**config.mk**
```make
export PLATFORM = sky130hd
export DESIGN_NAME = branch_feedback_queue
export DESIGN_NICKNAME = d
export VERILOG_FILES = /design/src/rtl/branch_feedback_queue.sv
export SDC_FILE = /design/constraint.sdc
export NUM_CORES = 1
export LEC_CHECK = 0
export CORE_MARGIN = 1
export CORE_UTILIZATION = 40
export CTS_CLUSTER_DIAMETER = 50
export DETAILED_ROUTE_END_ITERATION = 8
export GPL_ROUTABILITY_DRIVEN = 0
export SYNTH_ARGS = -nofsm -noshare
export SYNTH_HDL_FRONTEND = slang
export SYNTH_SLANG_ARGS = --single-unit
export TNS_END_PERCENT = 10
```
**constraint.sdc**
```tcl
create_clock -name clk -period 5.9 [get_ports clk]
set_input_delay 0.59 -clock clk [delete_from_list [all_inputs] [get_ports clk]]
set_output_delay 0.59 -clock clk [all_outputs]
set_load 0.02 [all_outputs]
```
**src/rtl/branch_feedback_queue.sv**
```systemverilog
// In-order queue of predicted branches awaiting resolution; emits registered
// predictor feedback and a recovery PC when the oldest branch mispredicts.
`ifndef ADDR_WIDTH
`define ADDR_WIDTH 32
`endif

package mips_core_pkg;
    typedef enum logic {
        NOT_TAKEN = 1'b0,
        TAKEN     = 1'b1
    } BranchOutcome;
endpackage

module branch_feedback_queue #(
    parameter int DEPTH  = 4,
    parameter int ADDR_W = `ADDR_WIDTH
) (
    input  logic                        clk,
    input  logic                        rst_n,
    input  logic                        i_push_valid,
    input  logic [ADDR_W-1:0]           i_push_pc,
    input  logic [ADDR_W-1:0]           i_push_target,
    input  mips_core_pkg::BranchOutcome i_push_prediction,
    output logic                        o_push_ready,
    input  logic                        i_res_valid,
    input  mips_core_pkg::BranchOutcome i_res_outcome,
    input  logic                        i_flush,
    output logic                        o_fb_valid,
    output logic [ADDR_W-1:0]           o_fb_pc,
    output mips_core_pkg::BranchOutcome o_fb_prediction,
    output mips_core_pkg::BranchOutcome o_fb_outcome,
    output logic                        o_mispredict,
    output logic [ADDR_W-1:0]           o_recover_pc,
    output logic [$clog2(DEPTH):0]      o_count
);
    import mips_core_pkg::*;

    localparam int PW = $clog2(DEPTH);
    localparam int CW = PW + 1;
    localparam logic [CW-1:0] FULL_CNT = CW'(DEPTH);

    logic [ADDR_W-1:0] pc_mem_q   [DEPTH];
    logic [ADDR_W-1:0] tgt_mem_q  [DEPTH];
    BranchOutcome      pred_mem_q [DEPTH];

    logic [PW-1:0]     head_q, head_d, tail_q, tail_d;
    logic [CW-1:0]     count_q, count_d;
    logic              fb_valid_q, fb_valid_d;
    logic [ADDR_W-1:0] fb_pc_q, fb_pc_d;
    BranchOutcome      fb_pred_q, fb_pred_d;
    BranchOutcome      fb_out_q, fb_out_d;
    logic              mis_q, mis_d;
    logic [ADDR_W-1:0] recover_q, recover_d;

    logic              push_ready, res_ok, mis_now, push_ok;
    logic [ADDR_W-1:0] head_pc, head_tgt;
    BranchOutcome      head_pred;

    always_comb begin
        push_ready = (count_q < FULL_CNT);
        head_pc    = pc_mem_q[head_q];
        head_tgt   = tgt_mem_q[head_q];
        head_pred  = pred_mem_q[head_q];
        // Only registered occupancy counts, so a same-cycle push is never resolvable.
        res_ok     = i_res_valid && (count_q != '0) && !i_flush;
        mis_now    = res_ok && (i_res_outcome != head_pred);
        push_ok    = i_push_valid && push_ready && !i_flush && !mis_now;

        head_d  = head_q;
        tail_d  = tail_q;
        count_d = count_q;
        if (i_flush) begin
            head_d  = '0;
            tail_d  = '0;
            count_d = '0;
        end else if (mis_now) begin
            // Everything younger than the mispredicted branch is wrong-path.
            head_d  = tail_q;
            count_d = '0;
        end else begin
            if (push_ok) tail_d = tail_q + PW'(1);
            if (res_ok)  head_d = head_q + PW'(1);
            case ({push_ok, res_ok})
                2'b10:   count_d = count_q + CW'(1);
                2'b01:   count_d = count_q - CW'(1);
                default: count_d = count_q;
            endcase
        end

        fb_valid_d = res_ok;
        fb_pc_d    = fb_pc_q;
        fb_pred_d  = fb_pred_q;
        fb_out_d   = fb_out_q;
        if (res_ok) begin
            fb_pc_d   = head_pc;
            fb_pred_d = head_pred;
            fb_out_d  = i_res_outcome;
        end
        mis_d     = mis_now;
        recover_d = '0;
        if (mis_now) begin
            recover_d = (i_res_outcome == TAKEN) ? head_tgt : head_pc + ADDR_W'(8);
        end
    end

    always_ff @(posedge clk) begin
        if (!rst_n) begin
            head_q     <= '0;
            tail_q     <= '0;
            count_q    <= '0;
            fb_valid_q <= 1'b0;
            fb_pc_q    <= '0;
            fb_pred_q  <= NOT_TAKEN;
            fb_out_q   <= NOT_TAKEN;
            mis_q      <= 1'b0;
            recover_q  <= '0;
        end else begin
            head_q     <= head_d;
            tail_q     <= tail_d;
            count_q    <= count_d;
            fb_valid_q <= fb_valid_d;
            fb_pc_q    <= fb_pc_d;
            fb_pred_q  <= fb_pred_d;
            fb_out_q   <= fb_out_d;
            mis_q      <= mis_d;
            recover_q  <= recover_d;
        end
    end

    // Entry storage is not reset; occupancy alone decides what is valid.
    always_ff @(posedge clk) begin
        if (rst_n && push_ok) begin
            pc_mem_q[tail_q]   <= i_push_pc;
            tgt_mem_q[tail_q]  <= i_push_target;
            pred_mem_q[tail_q] <= i_push_prediction;
        end
    end

    assign o_push_ready    = push_ready;
    assign o_fb_valid      = fb_valid_q;
    assign o_fb_pc         = fb_pc_q;
    assign o_fb_prediction = fb_pred_q;
    assign o_fb_outcome    = fb_out_q;
    assign o_mispredict    = mis_q;
    assign o_recover_pc    = recover_q;
    assign o_count         = count_q;

endmodule
```
* After elaboration in Yosys (flattened, before gate mapping) *
Memories as Yosys holds them, arrays and structs flattened. A register that Yosys moved wholly into a read port is not among the register bits.
Index checks and enable logic that the tools add are counted.

word-level totals
  register bits = 75
  logic and storage cells = 51
  memory bits (writable) = 260
  output and inout port bits = 72
  bits of input ports = 71
  memories kept = 3

cells by class
  $lt $le $gt $ge = 1
  add/sub/neg operators = 5
  mux-type cells = 12
  bitwise gates (word level) = 2
  equality and inequality tests = 3
  reduce and logical (&&, ||, !) cells = 16

memories
  memory      words  width  read ports  clocked after memory_dff  write ports  line  RTL
  pc_mem_q    4      32     1           1                         1            42    logic [ADDR_W-1:0] pc_mem_q [DEPTH];
  tgt_mem_q   4      32     1           1                         1            43    logic [ADDR_W-1:0] tgt_mem_q [DEPTH];
  pred_mem_q  4      1      1           1                         1            44    BranchOutcome pred_mem_q [DEPTH];

operators with widths
  kind                                                  count
  adder 32 x 4 -> 32 bit (second input constant)        1
  two-way mux 32 bit                                    1
  two-way mux 2 bit                                     8
  logical AND 1 bit                                     7
  case mux 3 bit (2 select lines)                       1
  adder 2 x 1 -> 2 bit (second input constant)          2
  AND reduction 2 bit                                   2
  nonzero test 2 bit                                    2
  adder 3 x 1 -> 3 bit (second input constant)          1
  less-than comparator 3 bit (second input constant)    1
  nonzero test 3 bit                                    1
  OR reduction 3 bit                                    1
  subtractor 3 x 1 -> 3 bit (second input constant)     1
  equality test 2 x 1 -> 1 bit (second input constant)  1
  equality test 2 bit (second input constant)           1
  zero test 1 bit                                       2
  two-way mux 1 bit                                     2
  inverter 1 bit                                        2
  OR reduction 2 bit                                    1
  inequality test 1 bit                                 1

* Longest topological paths before layout *
Gate-level depths: netlist of the first run.

  depth in word-level cells = 9
  mapped depth = 12

* Worst setup path before layout of the first run *
No wires, ideal clock.

  kind = register to register
  start point = reg with a tool-made name
  end point = mem pc_mem_q[0][0] in the netlist's numbering (enable)
  data arrival time = 3.318 ns
  setup slack = 2.152 ns
  data required time = 5.470 ns
  stages on the path, launching flop included = 8
  setup time = 0.430 ns
  buffers on the path = 2
  path through = dfxtp_1 buf_6 buf_12 mux4_2 xnor2_1 a21o_1 nor2_1 and2_1

RTL lines
  item           line
  end, declared  42

* Final worst setup path of the first run *
  start point = in i_res_outcome
  end point = reg recover_q[27] (netlist: o_recover_pc[27])

between the ends
  longest elaborated chain between the ends = 3

RTL lines
  item                           line  RTL
  start, declared                26    input mips_core_pkg::BranchOutcome i_res_outcome,
  inequality test 1 bit          66    mis_now = res_ok && (i_res_outcome != head_pred);
  logical AND 1 bit              66
  AND reduction 2 bit (no line)  n/a
  end signal, assigned           126   recover_q <= recover_d;
  end, declared                  53    logic [ADDR_W-1:0] recover_q, recover_d;

Parallel ways exist; a longest one is shown, timed or not.
A chain may end at the register's enable or synchronous reset.

==> results of run 1 <==
==> cells by family after synthesis <==
family	Yosys count	share of synthesized area
fa+ha+maj	7	0.007379
xor+xnor	18	0.01223
simple gates	170	0.06340
buf+inv	54	0.01913
mux	67	0.1184
flops	337	0.7255
compound gates	105	0.05399
==> metrics by stage <==
step                setup slack [ns]    util
finish                         2.044  0.5083
global route                   1.795  0.5083
CTS                            2.010  0.5083
detailed placement             1.530  0.4666
global placement               1.702  0.4666
floorplan                      2.152       -
==> cell type report <==
type / count / area (sq um)
clock buffer: 59 / 1229
clock inverter: 11 / 90.09
fill: 2615 / 15550
inverter: 15 / 56.30
multi-input combinational: 367 / 3303
sequential: 337 / 9354
tap: 402 / 503.0
timing repair buffer: 152 / 1546
==> routing by layer <==
metal / vias up / part of all wire / GRT usage
met1: 3581 / 0.44 / 0.2431
met3: 40 / 0.053 / 0.03791
met5: - / 0 / 0
met2: 213 / 0.49 / 0.2983
li1: 3272 / - / -
met4: 0 / 0.018 / 0.05017
==> state kept, by name, summed over array words and instances, names as in the netlist, 2 cells and up, named ones only <==
name and flops:
tail_q 2, o_recover_pc 32, pc_mem_q 128, o_fb_pc 32
pred_mem_q 4, tgt_mem_q 128, o_count 3, head_q 2
==> power breakdown <==
group	switching [W]	internal, W	total, W
registers	0.00000773	0.00258	0.00258
clock network	0.000916	0.00149	0.00240
logic	0.0000945	0.0000783	0.000173
total	0.00102	0.00414	0.00516
==> worst max-delay path, cell delays in order <==
cell and delay (ns):
clkdlybuf4s50_1 0.84, inv_2 0.49, xnor2_1 0.55, nand3_1 0.64, inv_1 0.74, o21ai_0 0.24
a31oi_1 0.18
==> layout by cell type (no fill, tap or decap), types with 8 or more instances in the layout <==
master	netlist	final
or4_1	8	8
inv_1	13	13
a211oi_1	8	8
mux4_2	54	54
nand3_1	12	12
a21boi_0	34	34
clkbuf_16	0	45
a21oi_1	12	12
nor2_1	21	21
mux4_1	11	11
nand2_1	87	87
clkbuf_1	24	9
xnor2_1	11	11
clkdlybuf4s50_1	0	142
a31oi_1	11	11
o21ai_0	24	24
edfxtp_1	260	260
dfxtp_1	77	75
==> how the worst min path moves through the flow <==
| stage | slack (ns) | cells past startpoint | endpoint | startpoint |
|---|---|---|---|---|
| floorplan | 0.45 | 2 | flop | head_q[1] |
| finish | 0.46 | 2 | o_fb_pc[13] | o_fb_pc[13] |
| detailed placement | 0.46 | 2 | o_fb_pc[2] | o_fb_pc[2] |
| global placement | 0.45 | 2 | o_fb_pc[2] | o_fb_pc[2] |
| CTS | 0.47 | 2 | o_fb_pc[2] | o_fb_pc[2] |
| global route | 0.49 | 2 | o_fb_pc[14] | o_fb_pc[14] |
==> impl_metrics.toml, run 1 <==
[outcome]
status = "finished clean"

[floorplanning]
die_area_sq_um = 32940
core_sq_um = 31640
die_h_um = 181.5
start_util = 0.4073
fp-row-count = 65
die_w_um = 181.5
ios = 143

[synth]
synth_cell_types = 45
synth_area_leaders = "edfxtp_1 61%, dfxtp_1 12%, mux4_2 9.4%, nand2_1 2.5%, mux4_1 2.2%"
synth_top_area_frac = 0.6059
synth_edf_count = 260
synth_fp_nets = 836
synth_common_cells = "260 x edfxtp_1, 87 x nand2_1, 77 x dfxtp_1"
synthesis.area_sq_um = 12890
synth.avg_cell_area_sq_um = 17.00
synthArstFlopShare = 0
yosys.area.top_type = "edfxtp_1"
synth_top_flop_cell = "edfxtp_1"
synthCells = 758
yosysWarnings = 0
yosysSeqAreaShare = 0.7255
synth-seq-cells = 337
synthMostInstantiatedCell = "edfxtp_1"

[placement]
io_buffers = 142
dpl_cell_area_sq_um = 14760
dp_hpwl_um = 19460
dp_cells = 1273

[route]
dr.pass1.iters = 5
drtIter0Drc = 577
drc = 0
antenna_left = 0
via_count = 7106
vias_per_cell = 5.291
routed_wl_um = 29650
wire_per_inst_um = 22.08

[sta]
max_slew_margin = 0.3699
skew_ns = 0.01047
fin_tns_setup_ns = 0
whs_ns = 0.4626
hold_viol = 0
drv_slew = 0
worst_pin_slew_ns = 0.9365
max_freq_mhz = 259.4
grt_setup_unrepaired = "false"
period_share = 0.6535
post-route-min-period_ns = 3.856
setup_viol = 0

[global_routing]
grt_start_max_net_pins = 56
antenna_found_initial = 0
grt-ovfl-total = 0
grt_pass1_vias = 7336
grt_pass1_wl_um = 43930
track_usage = 0.1809

[clock_tree]
cts_resized = 0
clk_pin_slew_ns = 0.06
clkLatencyLatePin_ns = 0.52
cts_buffer_depth = 3
cts_hold_buf = 0
post_cts_buffers = 0
clkSinkCount = 337
h-tree-depth = 2
cts-root-buf = "clkbuf_16"
numCtsBuffers = 38
cts_tree = "done"

[pwr]
ir_drop_uv = 176.6
leakagePower_nw = 5.064
total_power_w = 0.005158
power.density_nw_per_um2 = 320.8

[finish]
drive_above_1_share = 0.1477
final_nets = 989
syn2layout_area_growth_pct = 24.80
stdcell_count = 1343
final_cell_area_sq_um = 16080
n_antenna_cell = 0

[critical_path]
r2r_end = "o_recover_pc[27]"
critPathArrivalTime_ns = 4.29
crit_path_end_kind = "flop"
cp.required_ns = 6.34
crit_start = "i_res_outcome"
worstSetupStartpointType = "input port"
r2r_cells = 6
critPathCapture = "o_recover_pc[27]"
path_max_fanout = 55
ff2ff_setup_slack_ns = 2.08
critical_path_class = "in -> reg"

[run]
drv_cap = 0

[hold_path]
hp-class = "reg -> reg"
Power figures use the tool's default switching activity.
==> run 2, diff against run 1 <==
clock period = 3.5 ns   (was 5.9 ns; I/O delays follow)
==> run 2 against run 1 <==
Effect of this change: critical path depth did not move; worst hold slack lost 0.00077 ns; design area rose by 0.40%; utilization grew 0.20 points; global-route usage up 0.63 points; clock power increased by 62%; wire length is 1.7% higher; non-clock buffer count up 16; combinational power is 73% higher; register-to-register slack got worse by 1.5 ns; via count rose by 2.7%; die area unchanged; critical path type is now reg -> reg; largest cell class unchanged; largest power group unchanged.
==> impl_metrics.toml, run 2 (synthesized netlist as in run 1, its figures left out) <==
[route]
vias_per_cell = 5.370
dr.pass1.iters = 5
via_count = 7298
wire_per_inst_um = 22.19
drc = 0
routed_wl_um = 30160
antenna_left = 0
drtIter0Drc = 516

[floorplanning]
ios = 143
start_util = 0.4073
die_area_sq_um = 32940
die_w_um = 181.5
core_sq_um = 31640
die_h_um = 181.5
fp-row-count = 65

[sta]
max_slew_margin = 0.6259
max_freq_mhz = 348.4
drv_slew = 0
setup_viol = 0
skew_ns = 0.01027
post-route-min-period_ns = 2.871
hold_viol = 0
worst_pin_slew_ns = 0.5560
grt_setup_unrepaired = "false"
period_share = 0.8202

[clock_tree]
clkLatencyLatePin_ns = 0.51
cts_tree = "done"
cts_hold_buf = 0
cts-root-buf = "clkbuf_16"
cts_resized = 0
clkSinkCount = 337
cts_buffer_depth = 3
h-tree-depth = 2
numCtsBuffers = 38
clk_pin_slew_ns = 0.06
post_cts_buffers = 0

[global_routing]
grt_pass1_vias = 7427
track_usage = 0.1872
grt_start_max_net_pins = 55
antenna_found_initial = 0
grt_pass1_wl_um = 45810
grt-ovfl-total = 0

[critical_path]
r2r_end = "o_recover_pc[27]"
worstSetupStartpointType = "flop"
path_max_fanout = 20
r2r_cells = 7
cp.required_ns = 3.94
crit_path_end_kind = "flop"
critPathArrivalTime_ns = 3.31
critical_path_class = "reg -> reg"
ff2ff_setup_slack_ns = 0.63

[finish]
n_fill_cell = 2571
final_nets = 1005
n_antenna_cell = 0
layout_commonest_cell = "edfxtp_1"
layout_common_cells = "260 x edfxtp_1, 142 x clkdlybuf4s50_1, 87 x nand2_1"
top_regs = "pc_mem_q x128, tgt_mem_q x128"
seq_area_sq_um = 9354
stdcell_count = 1359
drive_above_1_share = 0.1567
syn2layout_area_growth_pct = 25.29
multiInputGateArea_sq_um = 3303

[pwr]
total_power_w = 0.008544
leakagePower_nw = 5.095
ir_drop_uv = 331.5
power.density_nw_per_um2 = 529.2

[outcome]
status = "finished clean"

[hold_path]
hold_path.startpoint = "o_fb_pc[21]"
holdPathStages = 2
hp-class = "reg -> reg"
whs_endpoint = "o_fb_pc[21]"

[placement]
dp_hpwl_um = 20130
io_buffers = 142
dp_cells = 1289

[run]
drv_cap = 0
run 2: changes by cell type in the layout (fill, tap and decap cells not counted):
cell	delta
clkbuf_16	-4
clkinv_1	+3
inv_4	-1
bufinv_16	+1
buf_12	+2
clkbuf_1	+2
clkinv_4	+1
clkbuf_8	-4
inv_6	+2
clkinvlp_4	+2
clkinv_2	-2
buf_4	+14
run 2: layout make-up:
cell class              instances  share of cell area
flip-flops and latches        337              0.5794
multi-input cells             367              0.2046
repair buffers                168              0.1048
clock buffers                  53             0.06696
well taps                     402             0.03115
clock inverters                17            0.009687
inverters                      15            0.003487
run 2: power by group:
| part | internal [W] | switching [W] | leakage (nW) |
|---|---|---|---|
| sequential | 0.00434 | 0.0000113 | 2.97 |
| combinational | 0.000137 | 0.000163 | 1.53 |
| clock | 0.00233 | 0.00156 | 0.598 |
run 2: worst max-delay path by stage:
stage,from,endpoint,slack (ns)
after global placement,flop,o_recover_pc[27],0.68
after detailed placement,flop,o_recover_pc[29],0.65
after floorplan,flop,pc_mem_q[1][0],-0.25
after global routing,flop,o_recover_pc[27],0.47
final,flop,o_recover_pc[27],0.63
after CTS,flop,o_recover_pc[29],0.63
run 2: routing by layer:
| layer | share of wire | GRT usage | up-vias |
|---|---|---|---|
| li1 | - | - | 3307 |
| met1 | 0.43 | 0.2551 | 3690 |
| met2 | 0.49 | 0.3103 | 250 |
| met3 | 0.057 | 0.03530 | 51 |
| met4 | 0.017 | 0.04610 | 0 |
| met5 | 0 | 0 | - |
run 2: critical path, stage by stage, from the launching register on:
cell     delay (ns)
dfxtp_4        0.36
buf_4          0.37
mux4_2         0.43
ha_1           0.28
nand4_1        0.16
or4_4          0.56
or4_1          0.46
a31oi_1        0.17
run 2: metrics by stage:
stage          setup TNS (ns)  hold slack [ns]  area, sq um    util  worst slack (ns)
6_report                    0           0.4618        16150  0.5103            0.6294
3_3_place_gp                0           0.4557        14910  0.4712            0.6814
5_1_grt                     0           0.4719        16150  0.5103            0.4665
2_1_floorplan          -48.25           0.4453        12890       -           -0.2474
4_1_cts                     0           0.4609        16150  0.5103            0.6286
3_5_place_dp                0           0.4565        14910  0.4712            0.6460
==> run 3, diff against run 2 <==
clock period = 2.95 ns   (was 3.5 ns; I/O delays follow)
==> run 3 against run 2 <==
Effect of this change: die area stayed put; utilization increased by 0.69 points; count of clock-buffer cells in the layout unchanged; largest power group unchanged; power increased by 20%; highest routed layer unchanged; largest cell class unchanged; maximum frequency is 6.2% higher.
==> impl_metrics.toml, run 3 (synthesized netlist as in run 1, its figures left out) <==
[clock_tree]
cts_hold_buf = 0
post_cts_buffers = 0
cts-root-buf = "clkbuf_16"
clkSinkCount = 337
numCtsBuffers = 38
cts_buffer_depth = 3
clkLatencyLatePin_ns = 0.52
cts_tree = "done"
cts_resized = 0
clk_pin_slew_ns = 0.06
h-tree-depth = 2

[floorplanning]
die_w_um = 181.5
start_util = 0.4073
ios = 143
die_area_sq_um = 32940
core_sq_um = 31640
die_h_um = 181.5
fp-row-count = 65

[route]
via_count = 7307
met1_length_um = 13520
antenna_left = 0
dr.pass1.iters = 6
drtIter0Drc = 561
wl_met3_um = 1630
wire_per_inst_um = 22.23
vias_per_cell = 5.303
drc = 0
wl_met2_um = 14990
routed_wl_um = 30640
highest_layer = "met4"

[sta]
worst_pin_slew_ns = 0.5219
setup_ws_ns = 0.2458
max_slew_margin = 0.6520
fin_tns_setup_ns = 0
post-route-min-period_ns = 2.704
hold_viol = 0
period_share = 0.9167
grt_setup_unrepaired = "false"
setup_viol = 0
drv_slew = 0
skew_ns = 0.01652
max_freq_mhz = 369.8

[critical_path]
crit_path_end_kind = "flop"
worstSetupStartpointType = "flop"
critical_path_class = "reg -> reg"
cp.required_ns = 3.39
critPathArrivalTime_ns = 3.15
path_max_fanout = 13

[finish]
finish.utilization = 0.5173
top_regs = "pc_mem_q x128, tgt_mem_q x128"
syn2layout_area_growth_pct = 26.99
layout_common_cells = "260 x edfxtp_1, 142 x clkdlybuf4s50_1, 87 x nand2_1"
final_nets = 1024
drive_above_1_share = 0.1783
layout_commonest_cell = "edfxtp_1"
n_antenna_cell = 0

[global_routing]
track_usage = 0.1886
antenna_found_initial = 0
grt-ovfl-total = 0
grt_pass1_wl_um = 45680
grt_pass1_vias = 7214
grt_start_max_net_pins = 55

[pwr]
total_power_w = 0.01026
ir_drop_uv = 383.7
leakagePower_nw = 5.228
power.density_nw_per_um2 = 627.3

[placement]
dp_hpwl_um = 21000
io_buffers = 142
post-place-ws_ns = 0.2603

[run]
drv_cap = 0

[outcome]
status = "finished clean"

[hold_path]
hp-class = "in -> reg"
==> run 3: cell types whose count changed in the layout (fill, tap and decap cells not counted), sizes merged <==
cell | previous run | this run
buf | 26 | 45
clkinvlp | 3 | 1
bufinv | 2 | 3
inv | 17 | 18
==> run 3: final cells by class <==
cell class / instances / area [sq um]
multi-input cells: 367 / 3303
inverters: 15 / 56.30
clock inverters: 17 / 211.5
repair buffers: 187 / 1859
fillers: 2570 / 15270
clock buffers: 53 / 1077
flip-flops and latches: 337 / 9354
well taps: 402 / 503.0
==> run 3: critical path, stage by stage (launching register included) <==
cell     delay [ns]
dfxtp_4        0.41
buf_12         0.18
mux4_1         0.46
nand4_2        0.13
or4_1          0.75
or4_1          0.54
a31oi_1        0.16
==> run 3: through the flow <==
| stage | instance area, sq um | instances | hold slack, ns |
|---|---|---|---|
| floorplan | 12890 | 758 | 0.3939 |
| global placement | 15080 | 1308 | 0.4552 |
| detailed placement | 15080 | 1308 | 0.4571 |
| CTS | 16360 | 1378 | 0.3989 |
| global route | 16360 | 1378 | 0.4077 |
| finish | 16360 | 1378 | 0.4179 |
==> run 3: routing by layer <==
layer / up-vias / global-route usage
li1: 3347 / -
met1: 3694 / 0.2613
met2: 221 / 0.3125
met3: 45 / 0.03129
met4: 0 / 0.04305
met5: - / 0
==> run 3: worst paths after layout <==
kind	slack [ns]	cells after the start	startpoint	to
worst min-delay path	0.42	1	i_push_target[1]	tgt_mem_q[2][1]
worst min register to register	0.46	2	o_fb_pc[15]	o_fb_pc[15]
worst max-delay path	0.25	6	flop	o_recover_pc[24]
worst max register to register	0.25	6	flop	o_recover_pc[24]
==> run 3: power by group <==
group	internal, W	switching [W]
combinational	0.000172	0.000201
clock	0.00286	0.00187
sequential	0.00515	0.0000134
